[src/rtl/mbox_pkg.sv]
// Shared types, palette and helpers for multi_box_controller.
package mbox_pkg;

    typedef enum logic [1:0] {
        HOLD = 2'b00,
        POS  = 2'b01,
        NEG  = 2'b10
    } dir_t;

    typedef enum logic [1:0] {
        WAIT_VS = 2'b00,
        CALC    = 2'b01,
        APPLY   = 2'b10
    } fsm_t;

    localparam int unsigned HL_W = 2;

    // 12-bit RGB, {r[3:0], g[3:0], b[3:0]}; white is reserved for the highlight
    localparam logic [11:0] PALETTE [8] = '{
        12'hF00, 12'h0F0, 12'h00F, 12'hFF0,
        12'hF0F, 12'h0FF, 12'hF80, 12'h888
    };

    // 00 and 11 both mean hold
    function automatic dir_t decode_dir(input logic [1:0] d);
        case (d)
            2'b01:   return POS;
            2'b10:   return NEG;
            default: return HOLD;
        endcase
    endfunction

endpackage

[src/rtl/multi_box_controller_if.sv]
// Pixel bus between the XYCounter/Drawer side (master) and the box controller (slave).
interface multi_box_controller_if #(
    parameter int unsigned COORD_W = 10
) ();
    logic [COORD_W-1:0] x;
    logic [COORD_W-1:0] y;
    logic               pix_hit;
    logic [3:0]         pix_r;
    logic [3:0]         pix_g;
    logic [3:0]         pix_b;

    modport master (output x, y, input pix_hit, pix_r, pix_g, pix_b);
    modport slave  (input x, y, output pix_hit, pix_r, pix_g, pix_b);
endinterface

[src/rtl/box_hit_test.sv]
// Combinational test of whether pixel (x,y) lies inside one square box.
module box_hit_test #(
    parameter int unsigned COORD_W  = 10,
    parameter int unsigned BOX_SIZE = 32
) (
    input  logic [COORD_W-1:0] x_i,
    input  logic [COORD_W-1:0] y_i,
    input  logic [COORD_W-1:0] box_x_i,
    input  logic [COORD_W-1:0] box_y_i,
    output logic               hit_o
);
    logic [COORD_W:0] x_end;
    logic [COORD_W:0] y_end;

    // One extra bit so the exclusive end never wraps
    assign x_end = {1'b0, box_x_i} + (COORD_W + 1)'(BOX_SIZE);
    assign y_end = {1'b0, box_y_i} + (COORD_W + 1)'(BOX_SIZE);

    assign hit_o = (x_i >= box_x_i) && ({1'b0, x_i} < x_end) &&
                   (y_i >= box_y_i) && ({1'b0, y_i} < y_end);
endmodule

[src/rtl/multi_box_controller.sv]
// N independent IR-steered boxes with per-frame movement and registered pixel resolve.
// Optional macro MBOX_HIGHLIGHT_EN: white 2-px border on the active box.
module multi_box_controller
    import mbox_pkg::*;
#(
    parameter int unsigned N_BOXES  = 4,
    parameter int unsigned COORD_W  = 10,
    parameter int unsigned H_RES    = 640,
    parameter int unsigned V_RES    = 480,
    parameter int unsigned BOX_SIZE = 32,
    parameter int unsigned STEP     = 4,
    parameter int unsigned WRAP     = 0
) (
    input  logic       clk,
    input  logic       rst_n,
    input  logic       vs,
    input  logic [1:0] dir_x,
    input  logic [1:0] dir_y,
    input  logic       sel,
    output logic [2:0] active_idx,
    output logic       frame_tick,
    multi_box_controller_if.slave pix
);
    typedef logic signed [COORD_W:0] scoord_t;

    localparam scoord_t LIM_X = scoord_t'(H_RES - BOX_SIZE);
    localparam scoord_t LIM_Y = scoord_t'(V_RES - BOX_SIZE);

    if (N_BOXES < 1 || N_BOXES > 8 || N_BOXES * (BOX_SIZE + 8) > H_RES) begin : g_bad_cfg
        $error("multi_box_controller: N_BOXES must be 1..8 and fit across H_RES");
    end

    // [0],[1] synchroniser stages, [2] previous synchronised value for edge detect
    logic [2:0] vs_sync_q;
    logic [2:0] sel_sync_q;
    logic       vs_fall;
    logic       sel_rise;

    always_ff @(posedge clk or negedge rst_n) begin
        if (!rst_n) begin
            vs_sync_q  <= '1;
            sel_sync_q <= '0;
        end else begin
            vs_sync_q  <= {vs_sync_q[1:0], vs};
            sel_sync_q <= {sel_sync_q[1:0], sel};
        end
    end

    assign vs_fall  = vs_sync_q[2] & ~vs_sync_q[1];
    assign sel_rise = ~sel_sync_q[2] & sel_sync_q[1];

    fsm_t               state_q, state_d;
    logic [2:0]         active_q;
    logic [2:0]         tgt_q;
    logic [COORD_W-1:0] next_x_q, next_y_q;
    logic [COORD_W-1:0] cur_x, cur_y;
    logic [COORD_W-1:0] box_x_q [N_BOXES];
    logic [COORD_W-1:0] box_y_q [N_BOXES];

    function automatic logic [COORD_W-1:0] move_axis(input logic [COORD_W-1:0] pos,
                                                     input logic [1:0] d,
                                                     input scoord_t lim);
        scoord_t res;
        res = $signed({1'b0, pos});
        case (decode_dir(d))
            POS:     res = res + scoord_t'(STEP);
            NEG:     res = res - scoord_t'(STEP);
            default: res = res;
        endcase
        if (res < 0) begin
            res = (WRAP != 0) ? lim : '0;
        end else if (res > lim) begin
            res = (WRAP != 0) ? '0 : lim;
        end
        return res[COORD_W-1:0];
    endfunction

    always_comb begin
        state_d = state_q;
        unique case (state_q)
            WAIT_VS: if (vs_fall) state_d = CALC;
            CALC:    state_d = APPLY;
            APPLY:   state_d = WAIT_VS;
            default: state_d = WAIT_VS;
        endcase
    end

    always_comb begin
        cur_x = box_x_q[0];
        cur_y = box_y_q[0];
        for (int i = 0; i < int'(N_BOXES); i++) begin
            if (tgt_q == 3'(i)) begin
                cur_x = box_x_q[i];
                cur_y = box_y_q[i];
            end
        end
    end

    always_ff @(posedge clk or negedge rst_n) begin
        if (!rst_n) begin
            state_q  <= WAIT_VS;
            active_q <= '0;
            tgt_q    <= '0;
            next_x_q <= '0;
            next_y_q <= '0;
            for (int i = 0; i < int'(N_BOXES); i++) begin
                box_x_q[i] <= COORD_W'(i * int'(BOX_SIZE + 8));
                box_y_q[i] <= '0;
            end
        end else begin
            state_q <= state_d;
            if (sel_rise) begin
                active_q <= (active_q == 3'(N_BOXES - 1)) ? 3'd0 : active_q + 3'd1;
            end
            // Target is frozen here so a selection change mid-update waits a frame
            if (state_q == WAIT_VS && vs_fall) begin
                tgt_q <= active_q;
            end
            if (state_q == CALC) begin
                next_x_q <= move_axis(cur_x, dir_x, LIM_X);
                next_y_q <= move_axis(cur_y, dir_y, LIM_Y);
            end
            if (state_q == APPLY) begin
                for (int i = 0; i < int'(N_BOXES); i++) begin
                    if (tgt_q == 3'(i)) begin
                        box_x_q[i] <= next_x_q;
                        box_y_q[i] <= next_y_q;
                    end
                end
            end
        end
    end

    assign frame_tick = (state_q == APPLY);
    assign active_idx = active_q;

    logic [N_BOXES-1:0] hit;

    for (genvar g = 0; g < int'(N_BOXES); g++) begin : g_box
        box_hit_test #(
            .COORD_W  (COORD_W),
            .BOX_SIZE (BOX_SIZE)
        ) u_hit (
            .x_i     (pix.x),
            .y_i     (pix.y),
            .box_x_i (box_x_q[g]),
            .box_y_i (box_y_q[g]),
            .hit_o   (hit[g])
        );
    end

    logic        hit_d;
    logic [11:0] rgb_d;

    always_comb begin
        hit_d = 1'b0;
        rgb_d = '0;
        // Walk downwards so the lowest index wins on overlap
        for (int i = int'(N_BOXES) - 1; i >= 0; i--) begin
            if (hit[i]) begin
                hit_d = 1'b1;
                rgb_d = PALETTE[i];
            end
        end
`ifdef MBOX_HIGHLIGHT_EN
        for (int i = 0; i < int'(N_BOXES); i++) begin
            if (active_q == 3'(i) && hit[i]) begin
                if ((pix.x - box_x_q[i]) < COORD_W'(HL_W) ||
                    (box_x_q[i] + COORD_W'(BOX_SIZE - 1) - pix.x) < COORD_W'(HL_W) ||
                    (pix.y - box_y_q[i]) < COORD_W'(HL_W) ||
                    (box_y_q[i] + COORD_W'(BOX_SIZE - 1) - pix.y) < COORD_W'(HL_W)) begin
                    hit_d = 1'b1;
                    rgb_d = 12'hFFF;
                end
            end
        end
`endif
    end

    always_ff @(posedge clk or negedge rst_n) begin
        if (!rst_n) begin
            pix.pix_hit <= 1'b0;
            pix.pix_r   <= '0;
            pix.pix_g   <= '0;
            pix.pix_b   <= '0;
        end else begin
            pix.pix_hit <= hit_d;
            pix.pix_r   <= rgb_d[11:8];
            pix.pix_g   <= rgb_d[7:4];
            pix.pix_b   <= rgb_d[3:0];
        end
    end
endmodule

[src/flat_wrapper.sv]
// flat-port wrapper written by rule: the top's interface ports become plain ports
module multi_box_controller_flat import mbox_pkg::*;
#(
    parameter int unsigned N_BOXES  = 4,
    parameter int unsigned COORD_W  = 10,
    parameter int unsigned H_RES    = 640,
    parameter int unsigned V_RES    = 480,
    parameter int unsigned BOX_SIZE = 32,
    parameter int unsigned STEP     = 4,
    parameter int unsigned WRAP     = 0
)
  (clk, rst_n, vs, dir_x, dir_y, sel, active_idx, frame_tick, pix_x, pix_y, pix_pix_hit, pix_pix_r, pix_pix_g, pix_pix_b);
  multi_box_controller_if #(.COORD_W(COORD_W)) pix_i ();
  input  logic clk;
  input  logic rst_n;
  input  logic vs;
  input  logic [1:0] dir_x;
  input  logic [1:0] dir_y;
  input  logic sel;
  output logic [2:0] active_idx;
  output logic frame_tick;
  input wire logic [$bits(pix_i.x)-1:0] pix_x;
  input wire logic [$bits(pix_i.y)-1:0] pix_y;
  output wire logic [$bits(pix_i.pix_hit)-1:0] pix_pix_hit;
  output wire logic [$bits(pix_i.pix_r)-1:0] pix_pix_r;
  output wire logic [$bits(pix_i.pix_g)-1:0] pix_pix_g;
  output wire logic [$bits(pix_i.pix_b)-1:0] pix_pix_b;
  assign pix_i.x = pix_x;
  assign pix_i.y = pix_y;
  assign pix_pix_hit = pix_i.pix_hit;
  assign pix_pix_r = pix_i.pix_r;
  assign pix_pix_g = pix_i.pix_g;
  assign pix_pix_b = pix_i.pix_b;
  multi_box_controller #(.N_BOXES(N_BOXES), .COORD_W(COORD_W), .H_RES(H_RES), .V_RES(V_RES), .BOX_SIZE(BOX_SIZE), .STEP(STEP), .WRAP(WRAP)) u_core (.clk(clk), .rst_n(rst_n), .vs(vs), .dir_x(dir_x), .dir_y(dir_y), .sel(sel), .active_idx(active_idx), .frame_tick(frame_tick), .pix(pix_i));
endmodule
[config.mk]
export PLATFORM = sky130hd
export DESIGN_NAME = multi_box_controller_flat
export DESIGN_NICKNAME = d
export VERILOG_FILES = /design/src/rtl/mbox_pkg.sv /design/src/rtl/multi_box_controller_if.sv /design/src/rtl/box_hit_test.sv /design/src/rtl/multi_box_controller.sv /design/src/flat_wrapper.sv
export SDC_FILE = /design/constraint.sdc
export NUM_CORES = 1
export LEC_CHECK = 0
export CAP_MARGIN = 20
export CORE_MARGIN = 3
export CORE_UTILIZATION = 37
export CTS_BUF_LIST = sky130_fd_sc_hd__clkbuf_4
export DETAILED_ROUTE_END_ITERATION = 16
export PLACE_DENSITY = 0.52
export SLEW_MARGIN = 25
export SYNTH_ARGS = -nofsm -noshare
export SYNTH_HDL_FRONTEND = slang
export SYNTH_SLANG_ARGS = --single-unit
[constraint.sdc]
create_clock -name clk -period 6.2 [get_ports clk]
set_clock_uncertainty 0.15 [all_clocks]
set_input_delay 0.62 -clock clk [delete_from_list [all_inputs] [get_ports clk]]
set_output_delay 0.62 -clock clk [all_outputs]
set_load 0.1 [all_outputs]
==> flow_metrics.tcl <==
set metrics [dict create \
    cp_slowest_stage_delay_ns 0.94 \
    die_h_um 167.0 \
    first_pass_iters 5 \
    p_per_area_mw_per_mm2 434.6 \
    setup_tns_ns 0 \
    dp_slack_ns 2.177 \
    drive_gt1_frac 0.1318 \
    power_leakage_nw 4.699 \
    cts_resized 0 \
    fmax_mhz 245.2 \
    yosysMostFrequentCell "ha_1" \
    post-route-min-period_ns 4.079 \
    crit_type "reg -> reg" \
    grt_pass1_vias 7434 \
    clk_transition_reported_paths_ns 0.12 \
    clk_latency_ns 0.55 \
    ys_ff_latch 118 \
    crit_start "u_core.tgt_q[2]" \
    arrival_ns 4.36 \
    vias 7667 \
    path_depth 12 \
    fp.dieW_um 167.0 \
    gr-usage-met2 0.2706 \
    grt_use_met3 0.02730 \
    nNetsFinal 1217 \
    relSlewSlack 0.2709 \
    cp-end-kind "register" \
    top_usage_layer "met1" \
    worst_pin_slew_ns 1.091 \
    path_delay_family "compound AO/OA/AOI/OAI gates" \
    rrSetupSlack_ns 2.12 \
    cts_tree "built" \
    setup_viol 0 \
    p_seq_frac 0.292 \
    reg2regPathDepth 12 \
    htreeDepth 4 \
    clock-sinks 118 \
    yosysWarnings 0 \
    synthCells 1011 \
    p_clk_frac 0.147 \
    cts_root_buf "clkbuf_4" \
    rows 58 \
    drc 0 \
    netlist_top_cells_count "ha_1, dfrtp_1, inv_1, mux2_2" \
    synth_area_leaders "dfrtp_1, ha_1, mux2_2" \
    place_hpwl_mm 19.57 \
    routed_via_density 5.532 \
    rr_endpoint "u_core.next_y_q[3]" \
    rsz0062_at_grt "no" \
    switchingPower_mw 2.168 \
    synth_nets 1186 \
    r2r-start "u_core.tgt_q[2]" \
    die_area_mm2 0.02790 \
    use_met1 0.2769 \
    antenna_left 0 \
    pin_count 45 \
    max-cap-violations 0 \
    synth_top_cell_by_area "dfrtp_1" \
    critPathMaxFanout 25 \
    ys_dominant_reg_cell "dfrtp_1" \
    coreArea_mm2 0.02533 \
    yosysSeqAreaShare 0.3092 \
    intPower_mw 2.462 \
    status "finished clean" \
    crit_chain "o21ba_2 -> o22ai_1 -> inv_1 -> fa_1 -> nor2b_1 -> o31a_1 -> o21ai_0 -> nor3b_1 -> o31ai_1 -> nand3_1 -> o21a_2 -> a22o_1" \
    drt_first_iter_violations 464 \
    wl_mm 25.21 \
    period_share 0.6579 \
    start_util 0.3788 \
    io_buffers 44 \
    cp.required_ns 6.48 \
    async_reset_ff_frac 1.000 \
    setup_slack_ns 2.121 \
    gr-total-overflow 0 \
    slowest_stage "dfrtp_1" \
    wl_per_cell_um 18.19 \
    ir_drop_mv 0.4741 \
    antenna_found_initial 1 \
    crit_path_end "u_core.next_y_q[3]" \
    synth_top_area_frac 0.2791 \
    syn_area_per_cell_um2 9.489 \
    area_growth_pct 11.06 \
    swShare 0.4683 \
    worstHoldPathType "reg -> reg" \
    combinationalPowerShare 0.560 \
    synth-edff-count 0 \
    grt_max_degree 67 \
    hold_violations 0 \
    critPathLaunchType "register" \
    synth.distinct_cells 76 \
    maxSlewViolCount 0 \
    path_buf_inv 1 \
    clock_path_buffers 2 \
    grt.total_usage 0.1814 \
    cts_buffers 17 \
    grt_first_pass_wirelength_mm 40.65 \
    netlist_area_mm2 0.009593 \
    routabilityCongestion 0.8230 \
]
==> power groups by stage <==
stage	clock [mW]	sequential [mW]	combinational, mW
CTS	0.704	1.35	2.60
global placement	0	1.37	2.55
finish	0.682	1.35	2.59
global route	0.742	1.39	2.91
detailed placement	0	1.37	2.59
floorplan	0	1.33	1.94
==> layer usage <==
layer  share of wire  wire length, um
met1            0.52            13130
met2            0.43            10850
met3           0.038              968
met4           0.010              260
met5               0                0
==> cell families after synthesis <==
kind of cell | after synthesis | synth area share
adder cells (fa/ha/maj) | 147 | 0.1933
AND/OR/NAND/NOR | 223 | 0.1187
AO/OA/AOI/OAI | 266 | 0.1936
flip-flops | 118 | 0.3092
XOR/XNOR | 28 | 0.02556
buffers and inverters | 146 | 0.06274
multiplexers | 83 | 0.09691
==> cell usage in the layout, fill, tap and decap left out, types with 6 or more instances in the layout <==
cell type and instances:
ha_1 145, dfrtp_1 107, inv_1 105, mux2_2 75, nand2_1 58, o21ai_0 58, nor2_1 43, clkdlybuf4s50_1 43
a21oi_1 39, nand3_1 31, xnor2_1 26, o21a_1 22, nor2b_1 19, clkbuf_4 18, o22ai_1 17, a211oi_1 17
nor3_1 14, a22oi_1 13, nand2b_1 12, a21o_1 12, dfstp_2 11, o31ai_1 9, buf_4 9, a211o_1 8
o2111ai_1 8, mux2i_1 7, a22o_1 7, nor4_1 6, a31oi_1 6, nand4_1 6, o211ai_1 6
==> registers in the layout, summed over array words and instances, names as in the netlist, 2 cells and up <==
register	flops
u_core.next_x_q	10
u_core.tgt_q	3
u_core.next_y_q	10
u_core.sel_sync_q	3
u_core.vs_sync_q	3
u_core.box_y_q	40
u_core.state_q	2
u_core.box_x_q	40
u_core.active_idx	3
==> cell type report <==
type                            count  area (um^2)
Antenna cell                        1        2.502
Clock buffer                       18        135.1
Clock inverter                     14        207.7
Fill cell                        2517        14670
Inverter                          105        394.1
Multi-Input combinational cell    747         6027
Sequential cell                   118         2967
Tap cell                          330        412.9
Timing Repair Buffer               53        508.0
==> worst min-delay path by stage <==
stage | slack, ns | end | from | depth (start not counted)
2_1_floorplan | 0.17 | u_core.active_idx[0] | rst_n | 0
3_3_place_gp | 0.19 | u_core.sel_sync_q[1] | u_core.sel_sync_q[0] | 0
3_5_place_dp | 0.19 | u_core.sel_sync_q[1] | u_core.sel_sync_q[0] | 0
4_1_cts | 0.21 | u_core.sel_sync_q[1] | u_core.sel_sync_q[0] | 0
5_1_grt | 0.23 | u_core.vs_sync_q[1] | u_core.vs_sync_q[0] | 0
6_report | 0.21 | u_core.sel_sync_q[1] | u_core.sel_sync_q[0] | 0
==> what timing repair did <==
item,in CTS,in global routing
hold buffers,1,0
endpoints found under the hold margin,39,0
setup buffers,0,0
==> metrics by stage <==
stage	utilization	area, um^2	hold WS, ns	power, mW	instances
floorplan	-	9593	0.1744	3.272	1011
global placement	0.4066	10300	0.1859	3.918	1352
detailed placement	0.4066	10300	0.1858	3.952	1352
CTS	0.4206	10650	0.2139	4.656	1385
global route	0.4207	10650	0.2250	5.045	1386
finish	0.4207	10650	0.2100	4.630	1386
No activity file was read; power rests on OpenSTA's default activity.
